==> src/rtl/video_pkg.sv <==
// Shared BT.656 definitions: XY byte layout, protection-bit function,
// decoder state encoding and default line geometry.
package video_pkg;

    localparam int H_ACTIVE_DEFAULT  = 720;
    localparam int MAX_LINES_DEFAULT = 1023;

    localparam int XY_ONE_BIT = 7;
    localparam int XY_F_BIT   = 6;
    localparam int XY_V_BIT   = 5;
    localparam int XY_H_BIT   = 4;

    typedef enum logic [1:0] {
        NOLOCK = 2'd0,
        BLANK  = 2'd1,
        ACTIVE = 2'd2
    } dec_state_t;

    // Expected P3..P0 for a given F/V/H combination.
    function automatic logic [3:0] trs_protect(input logic f, input logic v, input logic h);
        return {v ^ h, f ^ h, f ^ v, f ^ v ^ h};
    endfunction

endpackage

==> src/rtl/trs_detector.sv <==
// Spots the FF 00 00 preamble in a BT.656 byte stream and qualifies the XY byte
// that follows it. Outputs are combinational on the XY byte.
module trs_detector
    import video_pkg::*;
(
    input  logic       clk,
    input  logic       rst_n,
    input  logic [7:0] td_data,
    output logic       trs_hit,
    output logic       trs_valid,
    output logic       f,
    output logic       v,
    output logic       h
);

    // Oldest byte in the top octet.
    logic [23:0] hist_q;

    // NOTE: sequential state uses non-blocking assignments so every register
    // samples the pre-edge value of its neighbours, independent of block order.
    always_ff @(posedge clk or negedge rst_n) begin
        if (!rst_n) begin
            hist_q <= '0;
        end else begin
            hist_q <= {hist_q[15:0], td_data};
        end
    end

    assign trs_hit   = (hist_q == 24'hFF_0000);
    assign f         = td_data[XY_F_BIT];
    assign v         = td_data[XY_V_BIT];
    assign h         = td_data[XY_H_BIT];
    assign trs_valid = trs_hit && td_data[XY_ONE_BIT] && (td_data[3:0] == trs_protect(f, v, h));

endmodule

==> src/rtl/itu656_decoder.sv <==
// BT.656 receiver: tracks TRS-derived line/field state and turns the
// Cb Y Cr Y byte stream into one registered 4:2:2 pixel per Y byte.
module itu656_decoder
    import video_pkg::*;
#(
    parameter int H_ACTIVE  = H_ACTIVE_DEFAULT,
    parameter int MAX_LINES = MAX_LINES_DEFAULT
) (
    input  logic       clk,
    input  logic       rst_n,
    input  logic [7:0] td_data,
    output logic       pix_valid,
    output logic [7:0] pix_y,
    output logic [7:0] pix_c,
    output logic       pix_c_is_cr,
    output logic [9:0] pix_x,
    output logic [9:0] line,
    output logic       field,
    output logic       sof,
    output logic       eol,
    output logic       locked,
    output logic [7:0] err_count
);

    localparam logic [9:0] X_LAST   = 10'(H_ACTIVE - 1);
    localparam logic [9:0] LINE_MAX = 10'(MAX_LINES);

    logic trs_hit, trs_valid, trs_f, trs_v, trs_h;

    trs_detector u_trs (
        .clk       (clk),
        .rst_n     (rst_n),
        .td_data   (td_data),
        .trs_hit   (trs_hit),
        .trs_valid (trs_valid),
        .f         (trs_f),
        .v         (trs_v),
        .h         (trs_h)
    );

    dec_state_t state_q, state_d;
    logic [1:0] phase_q;
    logic [9:0] x_q;
    logic [9:0] line_cnt_q;
    logic       armed_q;
    logic       sof_pend_q;
    logic [7:0] cb_q, cr_q;

    logic sav_active, new_line, data_byte, emit, last_pix, err_inc;

    assign sav_active = trs_valid && !trs_h && !trs_v;
    assign new_line   = sav_active && (state_q != NOLOCK);
    // A valid XY byte is never pixel data; preamble bytes in ACTIVE are.
    assign data_byte  = (state_q == ACTIVE) && !trs_valid;
    assign emit       = data_byte && phase_q[0];
    assign last_pix   = emit && (x_q == X_LAST);
    assign err_inc    = (trs_hit && !trs_valid) || (trs_valid && (state_q == ACTIVE));

    always_ff @(posedge clk or negedge rst_n) begin
        if (!rst_n) begin
            state_q <= NOLOCK;
        end else begin
            state_q <= state_d;
        end
    end

    // NOTE: state_d gets a default before the case so no path leaves it
    // unassigned, which would otherwise infer a latch.
    always_comb begin
        state_d = state_q;
        unique case (state_q)
            NOLOCK: if (trs_valid) state_d = BLANK;
            BLANK:  if (sav_active) state_d = ACTIVE;
            ACTIVE: begin
                if (trs_valid) state_d = sav_active ? ACTIVE : BLANK;
                else if (last_pix) state_d = BLANK;
            end
            default: state_d = NOLOCK;
        endcase
    end

    always_ff @(posedge clk or negedge rst_n) begin
        if (!rst_n) begin
            pix_valid   <= 1'b0;
            pix_y       <= '0;
            pix_c       <= '0;
            pix_c_is_cr <= 1'b0;
            pix_x       <= '0;
            line        <= '0;
            field       <= 1'b0;
            sof         <= 1'b0;
            eol         <= 1'b0;
            locked      <= 1'b0;
            err_count   <= '0;
            phase_q     <= '0;
            x_q         <= '0;
            line_cnt_q  <= '0;
            armed_q     <= 1'b0;
            sof_pend_q  <= 1'b0;
            cb_q        <= '0;
            cr_q        <= '0;
        end else begin
            pix_valid <= emit;
            sof       <= emit && sof_pend_q;
            eol       <= last_pix;
            line      <= line_cnt_q;

            if (trs_valid) begin
                field  <= trs_f;
                locked <= 1'b1;
                if (trs_v) armed_q <= 1'b1;
            end

            if (err_inc && (err_count != 8'hFF)) err_count <= err_count + 8'd1;

            if (new_line) begin
                phase_q <= 2'd0;
                x_q     <= '0;
                if (armed_q) begin
                    line_cnt_q <= '0;
                    sof_pend_q <= 1'b1;
                    armed_q    <= 1'b0;
                end
            end else if (data_byte) begin
                phase_q <= phase_q + 2'd1;
                unique case (phase_q)
                    2'd0: cb_q <= td_data;
                    2'd2: cr_q <= td_data;
                    default: begin
                        // Phases 1 and 3 are Y bytes; phase_q[1] selects Cr.
                        pix_y       <= td_data;
                        pix_c       <= phase_q[1] ? cr_q : cb_q;
                        pix_c_is_cr <= phase_q[1];
                        pix_x       <= x_q;
                        x_q         <= x_q + 10'd1;
                        sof_pend_q  <= 1'b0;
                        if ((x_q == X_LAST) && (line_cnt_q != LINE_MAX))
                            line_cnt_q <= line_cnt_q + 10'd1;
                    end
                endcase
            end
        end
    end

endmodule

==> config.mk <==
export PLATFORM = sky130hd
export DESIGN_NAME = itu656_decoder
export DESIGN_NICKNAME = d
export VERILOG_FILES = /design/src/rtl/video_pkg.sv /design/src/rtl/trs_detector.sv /design/src/rtl/itu656_decoder.sv
export SDC_FILE = /design/constraint.sdc
export NUM_CORES = 1
export LEC_CHECK = 0
export BUFFER_PORTS_ARGS = -buffer_cell sky130_fd_sc_hd__buf_2
export CAP_MARGIN = 5
export CORE_ASPECT_RATIO = 1.5
export CORE_MARGIN = 2
export CORE_UTILIZATION = 40
export CTS_BUF_LIST = sky130_fd_sc_hd__clkbuf_8 sky130_fd_sc_hd__clkbuf_16
export CTS_CLUSTER_DIAMETER = 150
export DETAILED_ROUTE_END_ITERATION = 6
export PLACE_DENSITY = 0.62
export SLEW_MARGIN = 40
export SYNTH_ARGS = -nofsm -noshare
export SYNTH_HDL_FRONTEND = slang
export SYNTH_SLANG_ARGS = --single-unit
==> constraint.sdc <==
create_clock -name clk -period 2.67 [get_ports clk]
set_clock_uncertainty 0.1 [all_clocks]
set_input_delay 0.534 -clock clk [delete_from_list [all_inputs] [get_ports clk]]
set_output_delay 0.534 -clock clk [all_outputs]
set_load 0.01 [all_outputs]
==> summary.txt <==
Pwr
  – Combinational cell fraction of total power: 2.9%
  – Portion of total power attributed to the clock network: 53.9%
  – Worst VDD drop: 0.000443 V
  – Power per cell area: 677 mW/mm^2
  – Sw frac: 20.1%
  – Cell internal pwr: 3320 uW
  – Static Leak: 0.00279 uW
  – Switching power summed over all nets: 835 uW
  – Seq pwr share: 43.2%

CTS
  – Count of H-tree levels built during CTS: 4
  – Number of sinks on the clock net: 116
  – TritonCTS clock tree: yes
  – Clock transition at the registers of the reported paths: 0.05 ns
  – CTS buffer count: 17
  – CTS Root Buffer Type: sky130_fd_sc_hd__clkbuf_16
  – CTS Hold Bufs: 0
  – Bufs on Longest Clock Path: 2
  – Clock latency on the worst-skew pair: 0.41 ns

Yosys
  – Number of synthesized register bits: 116
  – Number of enable-type register cells in the synthesized netlist: 0
  – Cell types with the largest area share after synthesis: sky130_fd_sc_hd__dfrtp_1, sky130_fd_sc_hd__mux2_2, sky130_fd_sc_hd__nand2_1, sky130_fd_sc_hd__mux2i_1, sky130_fd_sc_hd__and3_1
  – Area share of the largest cell type after synthesis: 60.9%
  – Adder-cell area share of the yosys netlist: 1.31%
  – Compound-Gate Fraction of Synth Area: 7.01%
  – Xor/xnor share of the synthesized area: 1.65%
  – Largest family of logic cells by synthesized area: simple AND/OR/NAND/NOR gates
  – Async set or reset register ratio after synthesis: 100%
  – Cell type contributing the most total cell area after synthesis: sky130_fd_sc_hd__dfrtp_1
  – Mapped Nets: 391
  – Number of warnings reported in the yosys synthesis log: 0
  – Post-Synth Simple-Gate Area: 14.3%
  – Synthesized instance count: 376
  – Ys flop type: sky130_fd_sc_hd__dfrtp_1
  – Unique cell type count in the Yosys netlist: 53
  – Combined area of all synthesized cells: 0.00477 mm^2
  – Share of synthesized area spent on multiplexers: 12.0%
  – Average cell area after synthesis: 12.7 um^2
  – Post-synthesis sequential area ratio: 60.9%

Outcome
  – Status: finished clean

Finish
  – ANT cells: 0
  – Total non-filler cell area in the finished layout: 0.00614 mm^2
  – Area growth from synthesis to layout: 28.8%
  – Final layout net count: 498
  – Fraction of final layout cells sized beyond drive strength 1: 38.4%
  – Filler cell count in the final layout: 1008

Die
  – Die Height: 138 um
  – Die extent in x: 93.1 um
  – Die outline area: 0.0128 mm^2
  – Initial core utilization: 41.1%
  – Area of the core: 0.0116 mm^2
  – Number of top-level pins: 60
  – Cell row count: 48

STA
  – Number of setup violations in the final report: 0
  – Transition time at the pin with the least slew margin: 0.612 ns
  – Final Hold Viols: 0
  – Portion of the clock cycle consumed by the worst path in the final layout: 97.5%
  – Post-layout worst setup margin: 0.0657 ns
  – Final-report max-slew violation count: 0
  – Min cycle time layout: 2.60 ns
  – Relative max-transition margin: 59.2%
  – Fmax: 0.384 GHz

Setup path
  – Arr. time, crit path: 2.84 ns
  – Crit path kind: flop to flop
  – Data required time of the worst path: 2.91 ns
  – Category of the worst setup path launch point: flop
  – Largest fanout on the critical path: 3
  – Endpoint type of the worst setup path: flop

Job
  – Max-cap viol count: 0

Drt
  – Count of nets left with antenna violations after detail routing: 0
  – Routed via count: 3351
  – 1st-iter DRT viols: 176
  – Aggregate routed wire length: 10.3 mm
  – TritonRoute pass-1 iters: 5
  – Routed wire length per instance: 16.0 um
  – Remaining routing DRC violations: 0
  – Detailed-route vias per instance: 5.20

Placement
  – Worst setup slack after placement: -0.0208 ns
  – Count of port buffers added during placement: 59
  – Final estimated routing congestion in global placement: 0.801
  – HPWL after detailed placement: 7.37 mm
  – Placed cell area: 0.00550 mm^2

GRT
  – Global Route Usage Sum: 17.7%
  – Residual overflow from global routing: 0
  – Number of global-route vias before repair: 3474
  – Largest net degree at the start of global routing: 49
  – Wire length of the first global-routing pass: 17.2 mm
  – Antenna violations before repair: 0

Hold path
  – Worst hold path class: primary input to asynchronous set/reset pin
-- power by group through the flow --
| stage | Sequential (uW) | Clock (uW) | Combinational, uW |
|---|---|---|---|
| 4_1_cts | 1800 | 2280 | 122 |
| 3_5_place_dp | 1830 | 0 | 122 |
| 5_1_grt | 1800 | 2360 | 134 |
| 2_1_floorplan | 1830 | 0 | 32.1 |
| 3_3_place_gp | 1820 | 0 | 120 |
| 6_report | 1800 | 2240 | 119 |
-- cells by family after synthesis --
group / Yosys count
adders and majority gates: 5
DFF: 116
buffers and inverters: 21
and+or+nand+nor: 125
muxes: 50
xor gates and xnor gates: 9
AOI/OAI and AO/OA: 50
-- layer usage --
layer	vias to the layer above	GRT usage [%]	share of wire, %
met4	0	7.52	2.1
met2	79	30.5	53
met1	1663	20.8	41
met5	-	0	0
met3	18	4.65	3.8
li1	1591	-	-
-- cell type report --
| class | instances | area (um^2) | area share [%] |
|---|---|---|---|
| Sequential cell | 116 | 2910 | 47.3 |
| Tap cell | 150 | 188 | 3.06 |
| Clock inverter | 12 | 139 | 2.26 |
| Multi-Input combinational cell | 239 | 1770 | 28.7 |
| Clock buffer | 19 | 453 | 7.37 |
| Timing Repair Buffer | 103 | 669 | 10.9 |
| Inverter | 6 | 22.5 | 0.367 |
-- Yosys cell counts, types with 2 or more instances --
master                       n
sky130_fd_sc_hd__inv_1       6
sky130_fd_sc_hd__nand4_1    10
sky130_fd_sc_hd__o31ai_1     4
sky130_fd_sc_hd__ha_1        5
sky130_fd_sc_hd__clkbuf_1    3
sky130_fd_sc_hd__or2_2       3
sky130_fd_sc_hd__nor4_1      4
sky130_fd_sc_hd__o21ai_1     2
sky130_fd_sc_hd__buf_2       6
sky130_fd_sc_hd__xor2_1      6
sky130_fd_sc_hd__and3_1     15
sky130_fd_sc_hd__buf_6       2
sky130_fd_sc_hd__dfrtp_1   116
sky130_fd_sc_hd__a21oi_1     9
sky130_fd_sc_hd__xnor2_1     3
sky130_fd_sc_hd__o21ai_0    14
sky130_fd_sc_hd__nand2_1    31
sky130_fd_sc_hd__nand2b_1    6
sky130_fd_sc_hd__a31o_2      2
sky130_fd_sc_hd__a31oi_1     2
sky130_fd_sc_hd__mux2i_1    11
sky130_fd_sc_hd__or4_1       7
sky130_fd_sc_hd__nor2_1      9
sky130_fd_sc_hd__nor2b_1     2
sky130_fd_sc_hd__a22o_1      2
sky130_fd_sc_hd__mux4_2      2
sky130_fd_sc_hd__or4_4       2
sky130_fd_sc_hd__mux2_2     36
sky130_fd_sc_hd__or3_1       6
sky130_fd_sc_hd__a211o_1     6
sky130_fd_sc_hd__nand3_1     8
sky130_fd_sc_hd__nor3_1     15
-- metrics by stage --
step | setup TNS (ns) | cells | power, uW | utilization (%) | hold slack, ns
2_1_floorplan | 0 | 376 | 1860 | - | 0.138
3_3_place_gp | 0 | 613 | 1940 | 47.5 | 0.251
3_5_place_dp | -0.255 | 613 | 1950 | 47.5 | 0.254
4_1_cts | 0 | 644 | 4200 | 52.6 | 0.0690
5_1_grt | -0.614 | 645 | 4290 | 53.0 | 0.0927
6_report | 0 | 645 | 4160 | 53.0 | 0.0464
-- worst max-delay path: stages, from the launching register on --
cell,delay [ns]
sky130_fd_sc_hd__dfrtp_1,0.37
sky130_fd_sc_hd__or2_1,0.24
sky130_fd_sc_hd__or4_4,0.50
sky130_fd_sc_hd__or4_4,0.55
sky130_fd_sc_hd__or3_4,0.34
sky130_fd_sc_hd__or3_1,0.33
sky130_fd_sc_hd__a21oi_2,0.11
-- path summary, 6_finish.rpt --
kind / start / to / slack [ns] / cells after the start
worst max-delay path: x_q[5]$_DFFE_PN0P_ / line_cnt_q[7]$_DFFE_PN0P_ / 0.07 / 6
worst min-delay path: rst_n / pix_c[3]$_DFFE_PN0P_ / 0.05 / 1
worst max register to register: x_q[5]$_DFFE_PN0P_ / line_cnt_q[7]$_DFFE_PN0P_ / 0.07 / 6
worst min register to register: u_trs.hist_q[4]$_DFF_PN0_ / u_trs.hist_q[12]$_DFF_PN0_ / 0.27 / 0
max in group asynchronous: rst_n / cr_q[2]$_DFFE_PN0P_ / 1.67 / 2
min in group clk: td_data[6] / u_trs.hist_q[6]$_DFF_PN0_ / 0.21 / 1
-- state kept, by name (all words and copies together) (netlist names), 2 cells and up --
register      cells
state_q           2
line_cnt_q       10
x_q              10
line             10
pix_y             8
cr_q              8
pix_x            10
u_trs.hist_q     24
phase_q           2
pix_c             8
err_count         8
cb_q              8
-- repair_timing --
action | 4_1_cts | 5_1_grt
gates resized for setup | 1 | 11
cloned | 0 | 0
setup buffers | 0 | 1
hold endpoints to repair | 0 | 0
setup endpoints to repair | 1 | 49
pin swaps | 0 | 7
-- cell usage in the layout (no fill, tap or decap), types with 4 or more instances in the layout --
cell / instances
sky130_fd_sc_hd__nor2_1: 9
sky130_fd_sc_hd__inv_1: 8
sky130_fd_sc_hd__nand4_1: 10
sky130_fd_sc_hd__ha_1: 4
sky130_fd_sc_hd__nor3_1: 15
sky130_fd_sc_hd__buf_2: 58
sky130_fd_sc_hd__and3_1: 15
sky130_fd_sc_hd__a21oi_1: 5
sky130_fd_sc_hd__o21ai_0: 14
sky130_fd_sc_hd__buf_4: 41
sky130_fd_sc_hd__clkbuf_16: 17
sky130_fd_sc_hd__nand2_1: 31
sky130_fd_sc_hd__dfrtp_1: 114
sky130_fd_sc_hd__nand2b_1: 6
sky130_fd_sc_hd__mux2i_1: 11
sky130_fd_sc_hd__mux2_2: 36
sky130_fd_sc_hd__or4_1: 6
sky130_fd_sc_hd__xor2_1: 6
sky130_fd_sc_hd__clkinv_2: 5
sky130_fd_sc_hd__a21oi_2: 4
sky130_fd_sc_hd__a211o_1: 6
sky130_fd_sc_hd__o31ai_1: 4
sky130_fd_sc_hd__nand3_1: 8
sky130_fd_sc_hd__or3_1: 5
Power figures use the tool's default switching activity.
